[config.mk]
export PLATFORM = sky130hd
export DESIGN_NAME = inst_assembler
export DESIGN_NICKNAME = d
export VERILOG_FILES = /design/src/rtl/vec_accel_pkg.sv /design/src/rtl/sync_fifo.sv /design/src/rtl/inst_assembler.sv
export SDC_FILE = /design/constraint.sdc
export NUM_CORES = 1
export LEC_CHECK = 0
export CAP_MARGIN = 20
export CORE_MARGIN = 4
export CORE_UTILIZATION = 62
export CTS_CLUSTER_DIAMETER = 50
export DETAILED_ROUTE_END_ITERATION = 12
export HOLD_SLACK_MARGIN = 0.03
export PLACE_DENSITY_LB_ADDON = 0.12
export SYNTH_ARGS = -nofsm -noshare
export SYNTH_HDL_FRONTEND = slang
export SYNTH_SLANG_ARGS = --single-unit
[constraint.sdc]
create_clock -name clk -period 6.6 [get_ports clk]
set_input_delay 0.66 -clock clk [delete_from_list [all_inputs] [get_ports clk]]
set_output_delay 0.66 -clock clk [all_outputs]
set_load 0.03 [all_outputs]
[src/rtl/vec_accel_pkg.sv]
// Shared defaults for the vector-accelerator instruction path.
package vec_accel_pkg;

  localparam int unsigned INST_CHUNK_BITS = 8;
  localparam int unsigned INST_CHUNKS     = 2;
  localparam int unsigned INST_FIFO_DEPTH = 4;

endpackage : vec_accel_pkg

[src/rtl/sync_fifo.sv]
// Single-clock FIFO with registered storage; read data is the head entry.
module sync_fifo #(
  parameter int unsigned WIDTH = 16,
  parameter int unsigned DEPTH = 4,
  localparam int unsigned AW = $clog2(DEPTH),
  localparam int unsigned CW = $clog2(DEPTH + 1)
) (
  input  logic             clk,
  input  logic             rst,
  input  logic             push,
  input  logic [WIDTH-1:0] wdata,
  input  logic             pop,
  output logic [WIDTH-1:0] rdata,
  output logic             full,
  output logic             empty,
  output logic [CW-1:0]    count
);

  logic [WIDTH-1:0] mem_q [DEPTH];
  logic [WIDTH-1:0] mem_d [DEPTH];
  logic [AW-1:0]    wr_q, wr_d, rd_q, rd_d;
  logic [CW-1:0]    count_q, count_d;
  logic             do_push, do_pop;

  // Status flags, guarded handshakes and head read-out
  always_comb begin
    full    = (count_q == CW'(DEPTH));
    empty   = (count_q == '0);
    count   = count_q;
    rdata   = mem_q[rd_q];
    do_push = push && !full;
    do_pop  = pop && !empty;
  end

  // Next-state for storage, pointers (wrap mod DEPTH) and occupancy
  always_comb begin
    mem_d   = mem_q;
    wr_d    = wr_q;
    rd_d    = rd_q;
    count_d = count_q;
    if (do_push) begin
      mem_d[wr_q] = wdata;
      wr_d        = wr_q + AW'(1);
    end
    if (do_pop) begin
      rd_d = rd_q + AW'(1);
    end
    case ({do_push, do_pop})
      2'b10:   count_d = count_q + CW'(1);
      2'b01:   count_d = count_q - CW'(1);
      default: count_d = count_q;
    endcase
  end

  // State registers with synchronous reset
  always_ff @(posedge clk) begin
    if (rst) begin
      mem_q   <= '{default: '0};
      wr_q    <= '0;
      rd_q    <= '0;
      count_q <= '0;
    end else begin
      mem_q   <= mem_d;
      wr_q    <= wr_d;
      rd_q    <= rd_d;
      count_q <= count_d;
    end
  end

endmodule : sync_fifo

[src/rtl/inst_assembler.sv]
// Assembles WORDS chunks of BITS (first chunk most significant) into one
// instruction and queues completed instructions in a DEPTH-entry FIFO.
module inst_assembler
  import vec_accel_pkg::*;
#(
  parameter int unsigned BITS  = INST_CHUNK_BITS,
  parameter int unsigned WORDS = INST_CHUNKS,
  parameter int unsigned DEPTH = INST_FIFO_DEPTH,
  localparam int unsigned IW = BITS * WORDS,
  localparam int unsigned PW = $clog2(WORDS),
  localparam int unsigned CW = $clog2(DEPTH + 1)
) (
  input  logic            clk,
  input  logic            rst,
  input  logic [BITS-1:0] in,
  input  logic            in_valid,
  output logic            in_ready,
  input  logic            flush,
  output logic [IW-1:0]   out,
  output logic            out_valid,
  input  logic            out_ready,
  output logic [CW-1:0]   count,
  output logic [PW-1:0]   partial
);

  localparam logic [PW-1:0] LAST_PTR = PW'(WORDS - 1);

  // The lowest slot is never registered: the last chunk goes straight
  // into the FIFO, so only WORDS-1 slots are held here.
  logic [PW-1:0]      ptr_q, ptr_d;
  logic [IW-BITS-1:0] asm_q, asm_d;

  logic          accept, push, pop;
  logic          fifo_full, fifo_empty;
  logic [IW-1:0] push_data, fifo_rdata;
  logic [CW-1:0] fifo_count;

  // Handshakes and output gating; in_ready depends only on registered state and flush
  always_comb begin
    in_ready  = !flush && ((ptr_q != LAST_PTR) || !fifo_full);
    accept    = in_valid && in_ready;
    push      = accept && (ptr_q == LAST_PTR);
    push_data = {asm_q, in};
    out_valid = !fifo_empty;
    pop       = out_valid && out_ready;
    out       = out_valid ? fifo_rdata : '0;
    count     = fifo_count;
    partial   = ptr_q;
  end

  // Chunk pointer and assembly slots: chunk k lands in slot WORDS-1-k
  always_comb begin
    ptr_d = ptr_q;
    asm_d = asm_q;
    if (flush) begin
      ptr_d = '0;
      asm_d = '0;
    end else if (accept) begin
      if (ptr_q == LAST_PTR) begin
        ptr_d = '0;
        asm_d = '0;
      end else begin
        ptr_d = ptr_q + PW'(1);
        for (int unsigned s = 1; s < WORDS; s++) begin
          if (ptr_q == PW'(WORDS - 1 - s)) begin
            asm_d[(s - 1) * BITS +: BITS] = in;
          end
        end
      end
    end
  end

  // Assembly state registers with synchronous reset
  always_ff @(posedge clk) begin
    if (rst) begin
      ptr_q <= '0;
      asm_q <= '0;
    end else begin
      ptr_q <= ptr_d;
      asm_q <= asm_d;
    end
  end

  sync_fifo #(
    .WIDTH (IW),
    .DEPTH (DEPTH)
  ) u_fifo (
    .clk   (clk),
    .rst   (rst),
    .push  (push),
    .wdata (push_data),
    .pop   (pop),
    .rdata (fifo_rdata),
    .full  (fifo_full),
    .empty (fifo_empty),
    .count (fifo_count)
  );

endmodule : inst_assembler

=== Word-level counts from Yosys, hierarchy flattened ===
Cells that the tools add are included.

* Add/sub/neg operators: 5
* Order comparisons: 3
* Equal/unequal tests: 3
* Muxes and demuxes: 10
* Bitwise logic cells: 3
* Reduce and logical (&&, ||, !) cells: 14

{| class="wikitable"
|+ Operator list
! cell !! count
|-
| 64-bit bitwise mux || 1
|-
| 16-bit 2-to-1 mux || 4
|-
| 16-bit binary-select mux with 2-bit select || 1
|-
| 16-bit demux with 2-bit select || 1
|-
| 8-bit 2-to-1 mux || 1
|-
| 1-bit logical AND || 7
|-
| 3-bit >= comparator (second input constant) || 2
|-
| 2-bit NOT with 3-bit output || 2
|-
| 3-bit case mux with 2 select lines || 1
|-
| 2-bit by 1-bit adder with 2-bit output (second input constant) || 2
|-
| 3-bit by 1-bit adder with 3-bit output (second input constant) || 1
|-
| 3-bit == test (second input constant) || 1
|-
| 1-bit logical NOT || 3
|-
| 3-bit logical NOT || 1
|-
| 3-bit by 1-bit < comparator with 1-bit output (second input constant) || 1
|-
| 3-bit by 1-bit subtractor with 3-bit output (second input constant) || 1
|-
| 2-bit by 1-bit == test with 1-bit output (second input constant) || 1
|-
| 2-bit == test (second input constant) || 1
|-
| 2-bit nonzero test || 1
|-
| 2-bit OR reduction || 1
|-
| 1-bit adder (second input constant) || 1
|-
| 1-bit logical OR || 1
|-
| 1-bit 2-to-1 mux || 1
|-
| 1-bit NOT || 1
|}

* Register bits: 80
* Output and inout bits: 22
* Logic and storage cells: 47

=== Longest topological paths before layout ===
* Depth in word-level cells: 9
* Depth in mapped cells: 10

=== Hierarchy ===
A second synthesis with hierarchy kept.

* Cell total of the unflattened synthesis: 358
* Area, all modules: 3,877.5 µm²

{| class="wikitable"
|+ Modules (own cells, without submodules)
! module !! instances !! cells each !! area each (µm²) !! sequential area each (µm²)
|-
| sync_fifo || 1 || 295 || 3,378.2 || 1,421.4
|-
| inst_assembler || 1 || 63 || 499.2 || 180.2
|}

=== Worst setup path before layout ===
Ideal clock, no wire load.

* Path kind: register to register
* Start point: reg u_fifo.count_q[2] (netlist: u_fifo.count[2])
* End point: reg u_fifo.count_q[2] (netlist: u_fifo.count[2])
* Library setup time: 0.070 ns
* Arrival time: 2.577 ns
* Data required time: 6.530 ns
* Slack: 3.953 ns
* Cell stages (with the launch flop): 11
* Cell sequence: dfxtp_1 or3b_1 clkbuf_2 and3_1 inv_1 ha_1 inv_1 fa_1 xor2_1 or3_2 a21oi_1

* Word-level cells in the longest chain between the ends: 9
* Elaborated cells between the ends (all ways): 17
* Those cells by class: add/sub (2); eq/ne (3); mux (1); reduce/logical (11)

{| class="wikitable"
|+ Ends and longest elaborated chain
! what !! RTL line !! source
|-
| from (decl) || sync_fifo.sv:22 || <nowiki>logic [CW-1:0] count_q, count_d;</nowiki>
|-
| from (signal assigned) || sync_fifo.sv:66 || <nowiki>count_q <= count_d;</nowiki>
|-
| 3-bit == test || sync_fifo.sv:27 || <nowiki>full = (count_q == CW'(DEPTH));</nowiki>
|-
| 1-bit logical NOT || sync_fifo.sv:31, inst_assembler.sv:40 ||
|-
| 1-bit logical OR || inst_assembler.sv:40 || <nowiki>in_ready = !flush && ((ptr_q != LAST_PTR) || !fifo_full);</nowiki>
|-
| 1-bit logical AND || inst_assembler.sv:40 ||
|-
| 1-bit logical AND || inst_assembler.sv:41 || <nowiki>accept = in_valid && in_ready;</nowiki>
|-
| 1-bit logical AND || inst_assembler.sv:42 || <nowiki>push = accept && (ptr_q == LAST_PTR);</nowiki>
|-
| 1-bit logical AND || sync_fifo.sv:31 || <nowiki>do_push = push && !full;</nowiki>
|-
| 2-bit by 1-bit == test with 1-bit output or 2-bit == test (tied branches) || sync_fifo.sv:48 || <nowiki>case ({do_push, do_pop})</nowiki>
|-
| 3-bit case mux with 2 select lines or 2-bit nonzero test (tied branches) || n/a ||
|}

Several ways; a longest one is shown, not always the timed one.
A chain may end at the register's enable or synchronous reset.

=== Worst setup path in the final report ===
* Start point: reg u_fifo.rd_q[0]
* End point: out out[15]

* Word-level cells in the longest chain between the ends: 5

{| class="wikitable"
|+ Ends and longest elaborated chain
! what !! RTL line !! source
|-
| from (decl) || sync_fifo.sv:21 || <nowiki>logic [AW-1:0] wr_q, wr_d, rd_q, rd_d;</nowiki>
|-
| from (signal assigned) || sync_fifo.sv:65 || <nowiki>rd_q <= rd_d;</nowiki>
|-
| 2-bit NOT with 3-bit output (not written as such) || sync_fifo.sv:30 || <nowiki>rdata = mem_q[rd_q];</nowiki>
|-
| 16-bit binary-select mux with 2-bit select || sync_fifo.sv:30 ||
|-
| 16-bit 2-to-1 mux (not written as such) (2 in series) || sync_fifo.sv:30 ||
|-
| 16-bit 2-to-1 mux || inst_assembler.sv:46 || <nowiki>out = out_valid ? fifo_rdata : '0;</nowiki>
|-
| to (decl) || inst_assembler.sv:19 || <nowiki>output logic [IW-1:0] out,</nowiki>
|}

No other way between the ends. The select of a mux whose other input is x is not followed.

==> reports/metrics.cfg <==
[global_route]
track_usage_pct=21.8
first_global_vias=2613
grt_pass1_wl_um=12600
grt_max_degree=91
grt-ovfl-total=0
antenna_found_initial=0

[clock_tree]
clkTransAtPathRegs_ps=80
cts.sinks=80
htree_levels=3
cts_root_buf=clkbuf_8
ctsHoldBuffers=0
post-cts-setup-buffers=0
cts_tree=done
ctsResizeCount=0
cts_buffers=9
cts_max_path_buffers=2
insertion_delay_ps=340

[worst_setup_path]
critPathBufInv=1
worstPathRequired_ps=5940
endpoint_kind=primary output
cp_cell_sequence=mux4_2 > nor2b_1 > clkdlybuf4s50_1
r2r-start=u_fifo.count[2]
max_stage_delay_ps=1000
r2r_cells=9
r2r_end=u_fifo.count[2]
crit_start=u_fifo.rd_q[0]
r2r_slack_ps=3960
arrival_ps=2670
critPathKind=flop to primary output
worstPathMaxFanout=18
cpMaxStageDelayCell=dfxtp_1
startpoint_type=flop
critPathTopFamily=flip-flops

[worst_hold_path]
min_from=asm_q[5]
hold_class=flop to flop
min_path_cells=2
min_to=asm_q[5]

[timing]
worst_pin_slew_ps=1020
fin_crit_sh_pct=50.5
finalHoldViolCount=0
fin_tns_setup_ps=0
period_needed_ps=3330
fmax_mhz=300
setup_viol=0
drv_slew=0
maxSlewHeadroom_pct=32.2
setup_ws_ps=3270
worst_hold_slack_ps=478
grt_setup_unrepaired=false
final.setup_skew_ps=7.38

[placed_design]
dpl.hpwl_um=4730
gp_congestion=0.730
place_inst=442
placed_area_sq_um=4130
port_buffers=34
pre_cts_ws_ps=3480

[detailed_routing]
via_per_inst=5.62
drc_errors=0
finalWirelength_um=7410
vias=2578
ant_nets=0
drtIter0Drc=113
firstDrtPassIters=4
routedWlPerCell_um=16.2

[cells_and_area]
final_cells=459
drive_gt1_share_pct=11.2
areaGrowthSynthToFinish_pct=14.6
final_cell_area_sq_um=4380
nFillCells=436
fin_util_pct=73.6
nets=398
antenna_cells=0

[die]
start_util_pct=64.2
dieArea_sq_um=7490
ios=35
die_w_um=86.6
die_h_um=86.6
num_rows=28
core_area_sq_um=5960

[power]
leakage_nw=1.77
power_density_nw_per_um2=224
finalPower_mw=0.982
ir_drop_mv=0.146

[synthesis]
yosys.area.top_type=dfxtp_1
post_synth_num_cell_types=30
yosysSeqAreaShare_pct=41.9
synth_top_area_share_pct=41.9
synthCells=357
synth-warning-count=0
syn_nets=376
avgSynthCellArea_sq_um=10.7
ys_top_cells_by_area=dfxtp_1, mux2i_1, nand2b_1
netlist_area_sq_um=3830
synth_seq_cells=80

[outcome]
status=complete, no violations

[job]
max_cap_violations=0

[registers in the layout (all words and copies together) (netlist names)]
| name | count |
|---|---|
| partial | 1 |
| u_fifo.mem_q | 64 |
| u_fifo.rd_q | 2 |
| u_fifo.count | 3 |
| asm_q | 8 |
| u_fifo.wr_q | 2 |
[final cells by class]
cell class                 instances  area, sq um  share of cell area, %
clock buffer                      11          131                   3.00
sequential                        80         1600                   36.5
timing repair buffer              37          370                   8.45
tap                               75         93.8                   2.14
multi-input combinational        243         2050                   46.8
clock inverter                     5          105                   2.40
inverter                           8         30.0                  0.685
[Yosys cell counts]
library cell / count
clkbuf_1: 15
fa_1: 1
mux4_2: 16
mux2i_1: 65
and4bb_2: 1
nor2b_1: 18
buf_12: 1
nor2_1: 8
nor3_1: 2
buf_2: 3
or3b_1: 1
dfxtp_1: 80
o21ai_0: 10
clkbuf_2: 1
and4_4: 1
or3_2: 1
inv_1: 8
mux2_2: 1
o31ai_1: 1
buf_6: 4
buf_1: 2
nand4_2: 3
nand2_1: 9
or3_1: 1
or2_2: 1
a21oi_1: 11
and3_1: 1
ha_1: 5
nand2b_1: 83
xor2_1: 3
[how the worst max path moves through the flow]
stage | endpoint | slack [ps] | cells after the start
6_report | out[15] | 3270 | 3
5_1_grt | out[10] | 3150 | 4
4_1_cts | out[0] | 3250 | 4
3_5_place_dp | u_fifo.count[2] | 3480 | 10
3_3_place_gp | u_fifo.count[2] | 3580 | 10
2_1_floorplan | u_fifo.count[2] | 3950 | 10
[logic make-up after synthesis]
kind of cell / after synthesis / synth area share (%)
simple gates: 130 / 21.0
mux: 82 / 26.7
flops: 80 / 41.9
buf+inv: 34 / 4.68
compound gates: 22 / 2.94
fa+ha+maj: 6 / 2.16
xor+xnor: 3 / 0.687
[tightest hold or removal path: cells and delay by family (launching register included)]
family,cells,cell delay (ps)
flops,1,310
compound gates,2,120
[power by group]
part	internal (mW)	switching (mW)	total [mW]
clock	0.252	0.175	0.427
sequential	0.486	0.00705	0.493
combinational	0.0294	0.0321	0.0616
[cells in the final DEF (no fill, tap or decap), drive strengths merged, types with 5 or more instances in the layout]
cell type      synthesis  final
nand2                  9      9
mux2i                 65     65
dfxtp                 80     80
mux4                  16     16
nor2b                 18     18
clkbuf                16     11
clkdlybuf4s50          0     33
nor2                   8      8
o21ai                 10     10
inv                    8      8
ha                     5      5
a21oi                 11     11
nand2b                83     83
[metal layers]
metal	share of wire [%]	up-vias	global-route usage [%]
met4	2.1	0	9.77
met1	47	1260	29.0
met5	0	-	0
met2	47	51	34.8
met3	3.5	15	3.61
li1	-	1252	-
No activity file was read; power rests on OpenSTA's default activity.
